<file path="src/rtl/bp_me_io_cmd_arbiter.sv">
// Round-robin arbiter sharing one I/O memory-command channel between num_req_p masters.
// An in-order tag FIFO remembers each winner so the returning response goes back to its issuer.
module bp_me_io_cmd_arbiter #(
   parameter int num_req_p         = 2,
   parameter int msg_width_p       = 128,
   parameter int max_outstanding_p = 4
) (
   input  logic                             clk_i,
   input  logic                             reset_i,
   input  logic [num_req_p*msg_width_p-1:0] req_cmd_i,
   input  logic [num_req_p-1:0]             req_cmd_v_i,
   output logic [num_req_p-1:0]             req_cmd_ready_o,
   output logic [msg_width_p-1:0]           req_resp_o,
   output logic [num_req_p-1:0]             req_resp_v_o,
   input  logic [num_req_p-1:0]             req_resp_ready_i,
   output logic [msg_width_p-1:0]           cmd_o,
   output logic                             cmd_v_o,
   input  logic                             cmd_ready_i,
   input  logic [msg_width_p-1:0]           resp_i,
   input  logic                             resp_v_i,
   output logic                             resp_yumi_o,
   output logic                             error_o
);
   localparam int ptr_w = $clog2(num_req_p);
   localparam int aw    = $clog2(max_outstanding_p);

   logic [ptr_w-1:0] ptr_q, ptr_d, grant, head;
   logic [ptr_w-1:0] mem_q [max_outstanding_p];
   logic [ptr_w-1:0] mem_d [max_outstanding_p];
   logic [aw:0]      wptr_q, wptr_d, rptr_q, rptr_d;
   logic             full_q, full_d, empty_q, empty_d, error_q, error_d;
   logic             found, hs, pop;
   int               idx;

   // First valid requester at or after ptr_q, wrapping modulo num_req_p.
   always_comb begin
      grant = '0;
      found = 1'b0;
      idx   = 0;
      for (int k = 0; k < num_req_p; k++) begin
         idx = int'(ptr_q) + k;
         if (idx >= num_req_p) idx = idx - num_req_p;
         if (!found && req_cmd_v_i[idx]) begin
            found = 1'b1;
            grant = ptr_w'(idx);
         end
      end
   end

   assign head    = mem_q[rptr_q[aw-1:0]];
   assign cmd_o   = req_cmd_i[grant*msg_width_p +: msg_width_p];
   assign cmd_v_o = ~reset_i & found & ~full_q;
   assign hs      = cmd_v_o & cmd_ready_i;
   assign pop     = resp_yumi_o & ~empty_q;
   assign error_o = error_q;

   // Responses with nothing outstanding are swallowed so the link never wedges.
   always_comb begin
      req_cmd_ready_o = '0;
      if (hs) req_cmd_ready_o[grant] = 1'b1;
      req_resp_o   = resp_i;
      req_resp_v_o = '0;
      resp_yumi_o  = 1'b0;
      if (!reset_i) begin
         if (empty_q) begin
            resp_yumi_o = resp_v_i;
         end else begin
            req_resp_v_o[head] = resp_v_i;
            resp_yumi_o        = resp_v_i & req_resp_ready_i[head];
         end
      end
   end

   always_comb begin
      ptr_d  = ptr_q;
      mem_d  = mem_q;
      wptr_d = wptr_q;
      rptr_d = rptr_q;
      if (hs) begin
         ptr_d = (grant == ptr_w'(num_req_p - 1)) ? '0 : grant + ptr_w'(1);
         mem_d[wptr_q[aw-1:0]] = grant;
         wptr_d = wptr_q + (aw+1)'(1);
      end
      if (pop) rptr_d = rptr_q + (aw+1)'(1);
      empty_d = (wptr_d == rptr_d);
      full_d  = (wptr_d[aw] != rptr_d[aw]) && (wptr_d[aw-1:0] == rptr_d[aw-1:0]);
      error_d = error_q | (resp_v_i & empty_q & ~reset_i);
   end

   always_ff @(posedge clk_i or posedge reset_i) begin
      if (reset_i) begin
         ptr_q   <= '0;
         wptr_q  <= '0;
         rptr_q  <= '0;
         full_q  <= 1'b0;
         empty_q <= 1'b1;
         error_q <= 1'b0;
         for (int i = 0; i < max_outstanding_p; i++) mem_q[i] <= '0;
      end else begin
         ptr_q   <= ptr_d;
         wptr_q  <= wptr_d;
         rptr_q  <= rptr_d;
         full_q  <= full_d;
         empty_q <= empty_d;
         error_q <= error_d;
         mem_q   <= mem_d;
      end
   end
endmodule

</file>
<file path="config.mk">
export PLATFORM = sky130hd
export DESIGN_NAME = bp_me_io_cmd_arbiter
export DESIGN_NICKNAME = d
export VERILOG_FILES = /design/src/rtl/bp_me_io_cmd_arbiter.sv
export SDC_FILE = /design/constraint.sdc
export NUM_CORES = 1
export LEC_CHECK = 0
export CORE_AREA = 3 3 253 255
export DETAILED_ROUTE_END_ITERATION = 6
export DIE_AREA = 0 0 256 258
export PLACE_DENSITY = 0.4
export REMOVE_ABC_BUFFERS = 1
export SYNTH_ARGS = -nofsm -noshare
export SYNTH_HDL_FRONTEND = slang
export SYNTH_SLANG_ARGS = --single-unit
</file>
<file path="constraint.sdc">
create_clock -name clk_i -period 6.5 [get_ports clk_i]
set_clock_uncertainty 0.2 [all_clocks]
set_input_delay 1.95 -clock clk_i [delete_from_list [all_inputs] [get_ports clk_i]]
set_output_delay 1.95 -clock clk_i [all_outputs]
set_load 0.005 [all_outputs]
</file>
==> impl_metrics.json <==
{
  "yosys_warnings": 0,
  "routed_via_density": 2.80,
  "place.gp.congestion": 0.814,
  "worstSetupStartpoint": "req_cmd_v_i[1]",
  "drc_errors": 0,
  "grt_setup_unrepaired": "false",
  "cp.depth": 6,
  "critPathMaxFanout": 38,
  "critPathArrivalTime_ns": 4.04,
  "hold_violations": 0,
  "grt_pass1_vias": 4361,
  "core_region_area_um2": 61800,
  "ys_types": 33,
  "grt_max_degree": 39,
  "worstSetupEndpointType": "output port",
  "numCtsBuffers": 3,
  "die_area_um2": 66000,
  "path_class": "in2out",
  "initial_core_util_pct": 5.37,
  "worstSetupEndpoint": "cmd_o[9]",
  "cp_cell_sequence": "clkdlybuf4s50_1 -> a21boi_4 -> buf_12 -> buf_12 -> mux2_2 -> clkdlybuf4s50_1",
  "pre_cts_slack_ns": 0.313,
  "area_growth_pct": 128,
  "first_iter_violations": 148,
  "yosys.area.top_type": "mux2_2",
  "htreeDepth": 1,
  "io_pins": 655,
  "fp.dieH_um": 258,
  "ctsResizeCount": 0,
  "cts.sink_count": 14,
  "maxCapViolCount": 0,
  "ff2ff_setup_slack_ns": 4.21,
  "r2r_cells": 5,
  "grt-ovfl-total": 0,
  "path_buf_inv": 4,
  "antenna_cells": 0,
  "cts_root_buffer": "clkbuf_16",
  "rr_startpoint": "rptr_q[0]",
  "outcome": "finished clean",
  "clk_pin_slew_ns": 0.05,
  "dp.final_hpwl_um": 42100,
  "p_per_area_nw_per_um2": 142,
  "timing.final.crit_share_pct": 95.3,
  "power.total_mw": 1.07,
  "finalNetCount": 1011,
  "hold_buffers": 0,
  "rows": 91,
  "drive_gt1_share_pct": 27.4,
  "ir_drop_uv": 132,
  "ant_nets": 0,
  "fmax_ghz": 0.161,
  "syn_inst": 342,
  "route.detailed.wl_per_inst_um": 32.2,
  "finalCriticalPeriod_ns": 6.19,
  "hp-class": "reg2reg",
  "crit_family": "buffers and inverters",
  "syn_area_um2": 3320,
  "setup_viol": 0,
  "startpoint_type": "input pin",
  "synthDominantCellAreaShare_pct": 45.8,
  "drv_slew": 0,
  "num-fill-cells": 7109,
  "ys_seq_elements": 14,
  "cts_buffer_depth": 2,
  "p_leak_nw": 2.59,
  "antenna_found_initial": 18,
  "ys_seq_area_share_pct": 10.6,
  "required_ns": 4.35,
  "grtUsageTotal_pct": 13.3,
  "die_w_um": 256,
  "grt_pass1_wl_um": 56000,
  "clk_latency_ns": 0.24,
  "via_count": 4066,
  "syn_avg_cell_area_um2": 9.71,
  "maxSlewHeadroom_pct": 80.1,
  "cp_slowest_cell": "clkdlybuf4s50_1",
  "cts_setup_buffers": 0,
  "rr_endpoint": "empty_q",
  "ys_top_cells_by_area": "mux2_2 46%, buf_4 29%, dfrtp_1 9.8%",
  "setup_slack_ns": 0.306,
  "first_pass_iters": 4,
  "place.port_buffers": 398,
  "drt-total-wl_um": 46700,
  "worst_pin_slew_ns": 0.298,
  "cts_tree": "yes",
  "crit_path_max_incr_delay_ns": 0.49
}
==> layout make-up <==
class                           instances  area, um2  area share, %
Tap cell                              837       1050           13.8
Timing Repair Buffer                  411       4130           54.5
Inverter                                6       22.5          0.298
Multi-Input combinational cell        178       1930           25.5
Sequential cell                        14        352           4.65
Clock buffer                            4       88.8           1.17
==> cells in the mapped netlist <==
cell / instances
mux2_2: 135
buf_4: 128
dfrtp_1: 13
clkbuf_1: 10
buf_2: 6
inv_1: 6
nor2_1: 6
ha_1: 5
nand2_1: 4
and4bb_2: 2
mux2i_1: 2
nor3b_2: 2
xnor2_1: 2
xor2_1: 2
a21boi_0: 1
a21oi_1: 1
a22oi_1: 1
a31o_2: 1
and2_1: 1
and3b_1: 1
dfstp_2: 1
mux2_4: 1
mux2i_2: 1
mux4_2: 1
nand4b_1: 1
nor3_1: 1
nor3_2: 1
o211a_1: 1
o311a_1: 1
or3_2: 1
or3b_2: 1
xnor3_1: 1
xor2_2: 1
==> state kept, by name, summed over array words and instances, names as in the netlist <==
name / cells
mem_q: 4
rptr_q: 3
wptr_q: 3
empty_q: 1
error_o: 1
full_q: 1
ptr_q: 1
==> how the worst min path moves through the flow <==
stage | from | end | slack [ns] | cells past startpoint
floorplan | rptr_q[2] | rptr_q[2] | 0.24 | 1
global placement | error_o | error_o | 0.26 | 1
detailed placement | error_o | error_o | 0.26 | 1
CTS | error_o | error_o | 0.27 | 1
global route | error_o | error_o | 0.29 | 1
finish | error_o | error_o | 0.26 | 1
==> metrics by stage <==
step	setup TNS, ns	util, %	instance area (um2)	hold WS, ns	cells
final	0	12.2	7570	0.262	1450
after global routing	0	12.2	7570	0.295	1450
after CTS	0	12.2	7570	0.269	1450
after detailed placement	0	12.1	7480	0.258	1446
after global placement	0	12.1	7480	0.256	1446
after floorplan	-1112.86	-	2290	0.243	198
==> cell usage in the layout, fill, tap and decap left out, types with 2 or more instances in the layout <==
cell type	count
and4bb_2	2
inv_1	6
nor2_1	6
buf_12	4
nand2_1	4
xor2_1	2
mux2i_1	2
mux2_2	135
clkdlybuf4s50_1	396
buf_4	11
xnor2_1	2
nor3b_2	2
dfrtp_1	13
ha_1	5
clkbuf_16	3
==> metal layers <==
| metal | track usage (%) | wire (um) | vias up |
|---|---|---|---|
| li1 | - | - | 1591 |
| met1 | 13.6 | 16900 | 1758 |
| met2 | 15.0 | 14900 | 647 |
| met3 | 19.1 | 13600 | 48 |
| met4 | 0.618 | 406 | 22 |
| met5 | 9.36 | 878 | - |
==> where the power goes <==
| group | internal, mW | total [mW] | leakage (nW) | switching (mW) |
|---|---|---|---|---|
| registers | 0.128 | 0.161 | 0.167 | 0.0330 |
| logic | 0.522 | 0.780 | 2.38 | 0.258 |
| clock network | 0.0933 | 0.130 | 0.0442 | 0.0363 |
| total | 0.744 | 1.07 | 2.59 | 0.327 |
==> kinds of logic (layout without fill, tap and decap cells) <==
| kind of cell | Yosys count | count (layout) | synth area share, % |
|---|---|---|---|
| DFF | 14 | 14 | 10.6 |
| xor gates and xnor gates | 6 | 6 | 2.22 |
| buffers and inverters | 150 | 421 | 31.6 |
| muxes | 140 | 140 | 47.9 |
| AOI/OAI and AO/OA | 6 | 6 | 1.47 |
| adders and majority gates | 5 | 5 | 1.88 |
| and+or+nand+nor | 21 | 21 | 4.29 |
Power figures use the tool's default switching activity.
